[config.mk]
export PLATFORM = sky130hd
export DESIGN_NAME = bm_output_arb3
export DESIGN_NICKNAME = d
export VERILOG_FILES = /design/src/rtl/bm_pkg.sv /design/src/rtl/bm_rr_next3.sv /design/src/rtl/bm_output_arb3.sv
export SDC_FILE = /design/constraint.sdc
export NUM_CORES = 1
export LEC_CHECK = 0
export ABC_AREA = 1
export BUFFER_PORTS_ARGS = -buffer_cell sky130_fd_sc_hd__buf_2
export CORE_AREA = 5 5 42 44
export DETAILED_ROUTE_END_ITERATION = 10
export DIE_AREA = 0 0 47 49
export PLACE_DENSITY = 0.68
export SETUP_SLACK_MARGIN = 0.4
export SYNTH_ARGS = -nofsm -noshare
export SYNTH_HDL_FRONTEND = slang
export SYNTH_HIERARCHICAL = 1
export SYNTH_SLANG_ARGS = --single-unit
[constraint.sdc]
create_clock -name HCLK -period 2.7 [get_ports HCLK]
set_input_delay 0.675 -clock HCLK [delete_from_list [all_inputs] [get_ports HCLK]]
set_output_delay 0.675 -clock HCLK [all_outputs]
set_load 0.005 [all_outputs]
[src/rtl/bm_pkg.sv]
// Shared bus-matrix definitions: HTRANS encodings and input-port index sizing.
package bm_pkg;

  typedef enum logic [1:0] {
    IDLE   = 2'b00,
    BUSY   = 2'b01,
    NONSEQ = 2'b10,
    SEQ    = 2'b11
  } htrans_e;

  localparam int PORT_W = 2;
  localparam int NUM_SI = 3;

  typedef logic [PORT_W-1:0] port_idx_t;

endpackage

[src/rtl/bm_rr_next3.sv]
// Combinational round-robin pick among three requesters, searching from the
// port after last_i and wrapping back to last_i itself.
module bm_rr_next3
  import bm_pkg::*;
(
  input  logic [NUM_SI-1:0] req_i,
  input  port_idx_t         last_i,
  output port_idx_t         next_o,
  output logic              any_o
);

  assign any_o = |req_i;

  always_comb begin
    next_o = last_i;
    case (last_i)
      2'd0: begin
        if      (req_i[1]) next_o = 2'd1;
        else if (req_i[2]) next_o = 2'd2;
        else if (req_i[0]) next_o = 2'd0;
      end
      2'd1: begin
        if      (req_i[2]) next_o = 2'd2;
        else if (req_i[0]) next_o = 2'd0;
        else if (req_i[1]) next_o = 2'd1;
      end
      default: begin
        // index 3 never occurs; treating it like 2 keeps the output legal
        if      (req_i[0]) next_o = 2'd0;
        else if (req_i[1]) next_o = 2'd1;
        else if (req_i[2]) next_o = 2'd2;
      end
    endcase
  end

endmodule

[src/rtl/bm_output_arb3.sv]
// Output-stage arbiter for three slave-interface inputs with burst hold.
// Optional BM_ARB_LOCK_EN: HMASTLOCK also keeps ownership across NONSEQ/IDLE.
module bm_output_arb3
  import bm_pkg::*;
#(
  parameter int DEFAULT_PORT         = 0,
  parameter int LOCK_HOLD_CYCLES_MAX = 0
) (
  input  logic       HCLK,
  input  logic       HRESETn,
  input  logic       req_op0,
  input  logic       req_op1,
  input  logic       req_op2,
  input  logic [1:0] trans_op0,
  input  logic [1:0] trans_op1,
  input  logic [1:0] trans_op2,
  input  logic       lock_op0,
  input  logic       lock_op1,
  input  logic       lock_op2,
  input  logic       HREADYM,
  output logic       active_op0,
  output logic       active_op1,
  output logic       active_op2,
  output logic [1:0] addr_in_port,
  output logic       no_port,
  output logic [1:0] data_in_port,
  output logic       data_no_port
);

  if (LOCK_HOLD_CYCLES_MAX != 0) begin : g_bad_lock_hold
    $error("bm_output_arb3: LOCK_HOLD_CYCLES_MAX must be 0");
  end
  if (DEFAULT_PORT < 0 || DEFAULT_PORT >= NUM_SI) begin : g_bad_default
    $error("bm_output_arb3: DEFAULT_PORT out of range");
  end

  localparam port_idx_t DEF_IDX = port_idx_t'(DEFAULT_PORT);

  port_idx_t         addr_q, addr_d, data_q, data_d;
  logic              no_port_q, no_port_d, data_no_q, data_no_d;
  logic [NUM_SI-1:0] req;
  logic              own_req;
  htrans_e           own_trans;
  logic              hold_burst, hold;
  port_idx_t         rr_next;
  logic              any_req;

  assign req = {req_op2, req_op1, req_op0};

  always_comb begin
    own_req   = 1'b0;
    own_trans = IDLE;
    case (addr_q)
      2'd0: begin own_req = req_op0; own_trans = htrans_e'(trans_op0); end
      2'd1: begin own_req = req_op1; own_trans = htrans_e'(trans_op1); end
      2'd2: begin own_req = req_op2; own_trans = htrans_e'(trans_op2); end
      default: ;
    endcase
  end

  assign hold_burst = own_req & ~no_port_q & ((own_trans == BUSY) | (own_trans == SEQ));

`ifdef BM_ARB_LOCK_EN
  logic own_lock;

  always_comb begin
    own_lock = 1'b0;
    case (addr_q)
      2'd0: own_lock = lock_op0;
      2'd1: own_lock = lock_op1;
      2'd2: own_lock = lock_op2;
      default: ;
    endcase
  end

  assign hold = hold_burst | (own_lock & own_req & ~no_port_q);
`else
  logic unused_lock;
  assign unused_lock = ^{lock_op0, lock_op1, lock_op2};
  assign hold = hold_burst;
`endif

  bm_rr_next3 u_rr (
    .req_i  (req),
    .last_i (addr_q),
    .next_o (rr_next),
    .any_o  (any_req)
  );

  // With no requester the owner index is kept so the rotation resumes fairly.
  always_comb begin
    addr_d    = addr_q;
    no_port_d = no_port_q;
    if (!hold) begin
      if (any_req) begin
        addr_d    = rr_next;
        no_port_d = 1'b0;
      end else begin
        no_port_d = 1'b1;
      end
    end
    data_d    = addr_q;
    data_no_d = no_port_q | ~own_req | (own_trans == IDLE);
  end

  always_ff @(posedge HCLK or negedge HRESETn) begin
    if (!HRESETn) begin
      addr_q    <= DEF_IDX;
      no_port_q <= 1'b1;
      data_q    <= DEF_IDX;
      data_no_q <= 1'b1;
    end else if (HREADYM) begin
      addr_q    <= addr_d;
      no_port_q <= no_port_d;
      data_q    <= data_d;
      data_no_q <= data_no_d;
    end
  end

  assign active_op0   = ~no_port_q & (addr_q == 2'd0);
  assign active_op1   = ~no_port_q & (addr_q == 2'd1);
  assign active_op2   = ~no_port_q & (addr_q == 2'd2);
  assign addr_in_port = addr_q;
  assign no_port      = no_port_q;
  assign data_in_port = data_q;
  assign data_no_port = data_no_q;

  a_active_onehot: assert property (@(posedge HCLK) disable iff (!HRESETn)
    $onehot0({active_op2, active_op1, active_op0}));
  a_addr_legal: assert property (@(posedge HCLK) disable iff (!HRESETn)
    addr_q != 2'd3);

endmodule

==> reports/metrics.csv, run 1 <==
metric;value;unit
diodes;0;
num_vias;488;
dp.final_hpwl;888;µm
dr.pass1.iters;4;
required;2.03;ns
routed_wl;1.08;mm
netlist_top_cells_count;20 x nand2_1, 10 x nand3_1, 6 x inv_1;
fin_crit_sh;70.2;%
ys_seq_elements;6;
synth_area_leader_cell;dfrtp_1;
max_stage_delay;0.60;ns
synth-main-ff-cell;dfrtp_1;
start_util;31.8;%
placed_cells;97;
grtUsageTotal;10.6;%
core_area;1400;µm²
fin_crit;1.90;ns
area.growth.synth_to_final;27.0;%
num_io_pins;24;
synth_area;445;µm²
synth_most_common_cell;nand2_1;
die_area;2300;µm²
hold_buffers;0;
first_global_vias;468;
crit_arrival;1.22;ns
yosysSeqAreaShare;34.3;%
drive_gt1_share;39.3;%
drv_cap;0;
layout.nets;101;
cts_root_buf;clkbuf_4;
clkTransAtPathRegs;0.04;ns
crit_path_end_kind;primary output;
placedInstanceArea;543;µm²
synth_cell_types;17;
htreeDepth;1;
grt_max_degree;13;
finalClockSkew;0.00456;ns
power_density;920;nW/µm²
numPortBuffers;20;
post_cts_resized;0;
drv_slew;0;
ant_nets;0;
slowest_stage;dfrtp_1;
worstReg2RegEnd;addr_in_port[0];
clk_latency;0.24;ns
syn_inst;63;
cts_setup_buffers;0;
syn-num-nets;78;
avgSynthCellArea;7.07;µm²
synth-edff-count;0;
cts_tree;built;
drt_iter0_drc;6;
r2r-start;addr_in_port[1];
status;completed;
finalSetupTns;0;ns
gp_congestion;0.735;
grt_pass1_wl;1.85;mm
rsz0062_at_grt;false;
cp_cell_sequence;inv_2, nor3_1, buf_2;
hold_class;primary input to async pin;
synth_top_area_share;22.5;%
setup_viol;0;
critPathKind;flip-flop to primary output;
ys_warn_count;6;
power.leakage;0.000319;µW
vdd_drop_max;0.438;mV
path_max_fanout;12;
ff2ff_setup_slack;1.35;ns
final_cells;100;
max_freq;527;MHz
row_count;14;
netlist_top_cells_area;dfrtp_1 22%, nand2_1 17%, dfstp_2 12%;
chipHeight;49;µm
slew_headroom;71.2;%
drc;0;
tightest_slew;0.433;ns
final_area;566;µm²
startpoint_type;flip-flop;
overflow;0;
wl_per_cell;10.8;µm
async_reset_ff_share;100;%
r2r_cells;7;
antenna_found_initial;0;
clk_path_buf_depth;2;
numCtsBuffers;3;
fillers;153;
finalHoldViolCount;0;
viasPerCell;4.88;
die_w;47;µm
clkSinkCount;6;
==> metrics by stage <==
stage                     util (%)  hold WS (ns)  total power, µW  setup slack (ns)
after global routing          40.4         0.230              580             0.673
final                         40.4         0.249              520             0.804
after floorplan                  -         0.379              373              1.25
after global placement        38.8         0.469              445              1.03
after detailed placement      38.8         0.476              447              1.05
after CTS                     40.4         0.242              531             0.781
==> per-layer routing <==
metal / share of wire [%] / GRT usage [%]
met1: 44 / 13.4
met3: 4.8 / 2.95
met5: 0 / 0
met4: 0 / 5.53
met2: 51 / 15.8
==> power by group <==
group | leakage (µW) | total, µW | internal [µW] | switching, µW
Sequential | 0.0000724 | 190 | 132 | 58.3
Combinational | 0.000233 | 253 | 113 | 140
Clock | 0.0000138 | 76.9 | 49.9 | 27.0
Total | 0.000319 | 520 | 295 | 225
==> state kept, by name, summed over array words and instances, names as in the netlist <==
signal,count
no_port,1
data_in_port,2
addr_in_port,2
data_no_port,1
==> area by class of cell <==
cell class	count	area [µm²]	area share, %
Timing Repair Buffer	20	100	17.7
Clock buffer	3	22.5	3.98
Inverter	9	33.8	5.97
Multi-Input combinational cell	46	236	41.8
Tap cell	16	20.0	3.54
Sequential cell	6	153	27.0
==> how the worst max path moves through the flow <==
stage / start / end / cells after the start
6_report: addr_in_port[1] / active_op2 / 3
3_5_place_dp: addr_in_port[1] / active_op2 / 3
4_1_cts: addr_in_port[1] / active_op2 / 3
5_1_grt: addr_in_port[1] / active_op2 / 3
3_3_place_gp: addr_in_port[1] / active_op2 / 3
2_1_floorplan: addr_in_port[1] / active_op1 / 2
==> logic make-up after synthesis <==
logic type,after synthesis,synth area share (%)
AOI/OAI and AO/OA,5,5.62
buffers and inverters,11,12.6
and+or+nand+nor,41,47.5
DFF,6,34.3
==> worst max-delay path, delay by kind of cell (launching register included) <==
| kind | cells | cell delay (ns) |
|---|---|---|
| DFF | 1 | 0.60 |
| and+or+nand+nor | 1 | 0.14 |
| buffers and inverters | 2 | 0.25 |
==> layout by cell type, fill, tap and decap left out, drive strengths merged <==
master | synthesis | routed
nor2 | 2 | 2
nor3 | 3 | 3
nand3 | 13 | 13
dfrtp | 4 | 4
o21ai | 4 | 4
a21oi | 1 | 1
clkbuf | 0 | 3
nand2 | 21 | 21
inv | 9 | 9
buf | 2 | 20
dfstp | 2 | 2
nand4 | 2 | 2
Power figures use the tool's default switching activity.
==> inputs of run 2 (changes only) <==
--- a/config.mk
+++ b/config.mk
@@ -10,7 +10,7 @@
 export CORE_AREA = 5 5 42 44
 export DETAILED_ROUTE_END_ITERATION = 10
 export DIE_AREA = 0 0 47 49
-export PLACE_DENSITY = 0.68
+export PLACE_DENSITY = 0.7
 export SETUP_SLACK_MARGIN = 0.4
 export SYNTH_ARGS = -nofsm -noshare
 export SYNTH_HDL_FRONTEND = slang
==> constraint.sdc (replaced) <==
create_clock -name HCLK -period 1.64 [get_ports HCLK]
set_input_delay 0.41 -clock HCLK [delete_from_list [all_inputs] [get_ports HCLK]]
set_output_delay 0.41 -clock HCLK [all_outputs]
set_load 0.005 [all_outputs]
==> reports/metrics.csv, run 2 (synthesis gave the netlist of run 1 again) <==
metric;value;unit;change
critPathKind;flip-flop to primary output;;unchanged
start_util;31.8;%;unchanged
crit_path_end_kind;primary output;;unchanged
grt_pass1_wl;2.13;mm;was 1.85 mm
finalSetupTns;0;ns;unchanged
swShare;40.5;%;was 43.3%
drv_slew;0;;unchanged
dp.final_hpwl;891;µm;was 888 µm
power_density;1610;nW/µm²;was 920 nW/µm²
final_cell_mix;18 x nand2_1, 18 x buf_2, 9 x nand3_1, 8 x buf_4, 6 x inv_1;;was 20 x nand2_1, 20 x buf_2, 10 x nand3_1, 6 x inv_1, 4 x dfrtp_1
routed_wl;1.36;mm;was 1.08 mm
fillers;145;;was 153
diodes;0;;unchanged
cp_cell_sequence;nor3_2, buf_2;;was inv_2, nor3_1, buf_2
drt_iter0_drc;4;;was 6
slowest_stage;dfrtp_2;;was dfrtp_1
grtUsageTotal;13.0;%;was 10.6%
drv_cap;0;;unchanged
required;1.23;ns;was 2.03 ns
path_max_fanout;5;;was 12
cts_root_buf;clkbuf_4;;unchanged
hold_slack;0.465;ns;was 0.249 ns
core_area;1400;µm²;unchanged
max_freq;705;MHz;
wl_per_cell;12.1;µm;was 10.8 µm
placed_cells;98;;was 97
cts_tree;built;;unchanged
first_global_vias;508;;was 468
fin_crit_sh;86.5;%;
startpoint_type;flip-flop;;unchanged
row_count;14;;unchanged
ant_nets;0;;unchanged
finalClockSkew;0.00626;ns;was 0.00456 ns
setup_viol;0;;unchanged
vdd_drop_max;0.730;mV;was 0.438 mV
crit_arrival;1.01;ns;was 1.22 ns
clkTransAtPathRegs;0.05;ns;was 0.04 ns
path_buf_inv;1;;was 2
tightest_slew;0.226;ns;was 0.433 ns
die_w;47;µm;unchanged
dr.pass1.iters;4;;unchanged
fin_crit;1.42;ns;
clk_path_buf_depth;2;;unchanged
clk_latency;0.25;ns;was 0.24 ns
rsz0062_at_grt;true;;was false
p_clk_share;11.9;%;was 14.8%
clkSinkCount;6;;unchanged
status;completed;;unchanged
drive_gt1_share;57.3;%;was 39.3%
drc;0;;unchanged
layout.nets;113;;was 101
viasPerCell;4.85;;was 4.88
chipHeight;49;µm;unchanged
p_int;693;µW;was 295 µW
crit_family;flip-flops;;unchanged
grt_max_degree;9;;was 13
numCtsBuffers;3;;unchanged
overflow;0;;unchanged
die_area;2300;µm²;unchanged
finalHoldViolCount;0;;unchanged
gp_congestion;0.773;;was 0.735
max_stage_delay;0.45;ns;was 0.60 ns
htreeDepth;1;;unchanged
slew_headroom;84.9;%;was 71.2%
p_comb_share;63.4;%;was 48.7%
area.growth.synth_to_final;62.9;%;was 27.0%
hold_class;primary input to flip-flop;;was primary input to async pin
net-switching-power;473;µW;was 225 µW
share_seq_of_total_power;24.7;%;was 36.5%
power.leakage;0.000395;µW;was 0.000319 µW
num_vias;543;;was 488
final_cells;112;;was 100
antenna_found_initial;0;;unchanged
num_io_pins;24;;unchanged
numPortBuffers;20;;unchanged
## run 2: cell count changes in the layout (fill, tap and decap cells not counted), moves of 3 or more
cell,before,now
nor3_2,0,3
buf_4,0,8
buf_6,0,5
nor3_1,3,0
## run 2: repair_timing
action,in CTS,in global routing
resized for setup,7,10
setup endpoints to repair,11,11
hold buffers,1,0
pin swaps,3,10
endpoints found under the hold margin,4,0
setup buffers,8,2
## run 2: worst reg2reg max path, delay by kind of cell (launching register included)
family	cells	cell delay, ns
AOI/OAI and AO/OA	1	0.06
and+or+nand+nor	6	0.53
buffers and inverters	2	0.26
DFF	1	0.45
## run 2: path summary, 6_finish.rpt
kind / slack [ns] / depth (start not counted) / end / startpoint
worst min register to register: 0.48 / 2 / data_in_port[0] / data_in_port[0]
min in group asynchronous: 0.51 / 2 / data_in_port[0] / HRESETn
max in group asynchronous: 0.90 / 2 / no_port / HRESETn
worst max-delay path: 0.22 / 2 / active_op1 / addr_in_port[1]
worst min-delay path: 0.46 / 3 / data_no_port / HREADYM
worst max register to register: 0.28 / 9 / no_port / addr_in_port[1]
## run 2: power groups by stage
stage               Sequential [µW]  Combinational [µW]  Clock (µW)
global route                    294                 810         156
finish                          288                 739         139
detailed placement              307                 444           0
global placement                303                 435           0
floorplan                       270                 344           0
CTS                             277                 633         145
## run 2: per-layer routing
layer	track usage [%]	up-vias	share of wire, %
li1	-	271	-
met1	14.3	255	40
met2	19.9	13	51
met3	6.27	4	6.8
met4	6.91	0	2.6
met5	0	-	0
## run 2: area by class of cell
type                       instances  area (µm²)  area share, %
clock buffer                       3        22.5           3.10
inverter                           9        33.8           4.66
multi-input combinational         46         278           38.3
sequential                         6         155           21.4
tap                               16        20.0           2.76
timing repair buffer              32         216           29.8
## run 2: per-stage QoR
| stage | cell area [µm²] | utilization (%) | power [µW] | setup slack (ns) |
|---|---|---|---|---|
| floorplan | 445 | - | 613 | 0.458 |
| global placement | 551 | 39.3 | 738 | 0.270 |
| detailed placement | 551 | 39.3 | 751 | 0.246 |
| CTS | 669 | 47.8 | 1050 | 0.233 |
| global route | 726 | 51.8 | 1260 | 0.180 |
| finish | 726 | 51.8 | 1170 | 0.222 |
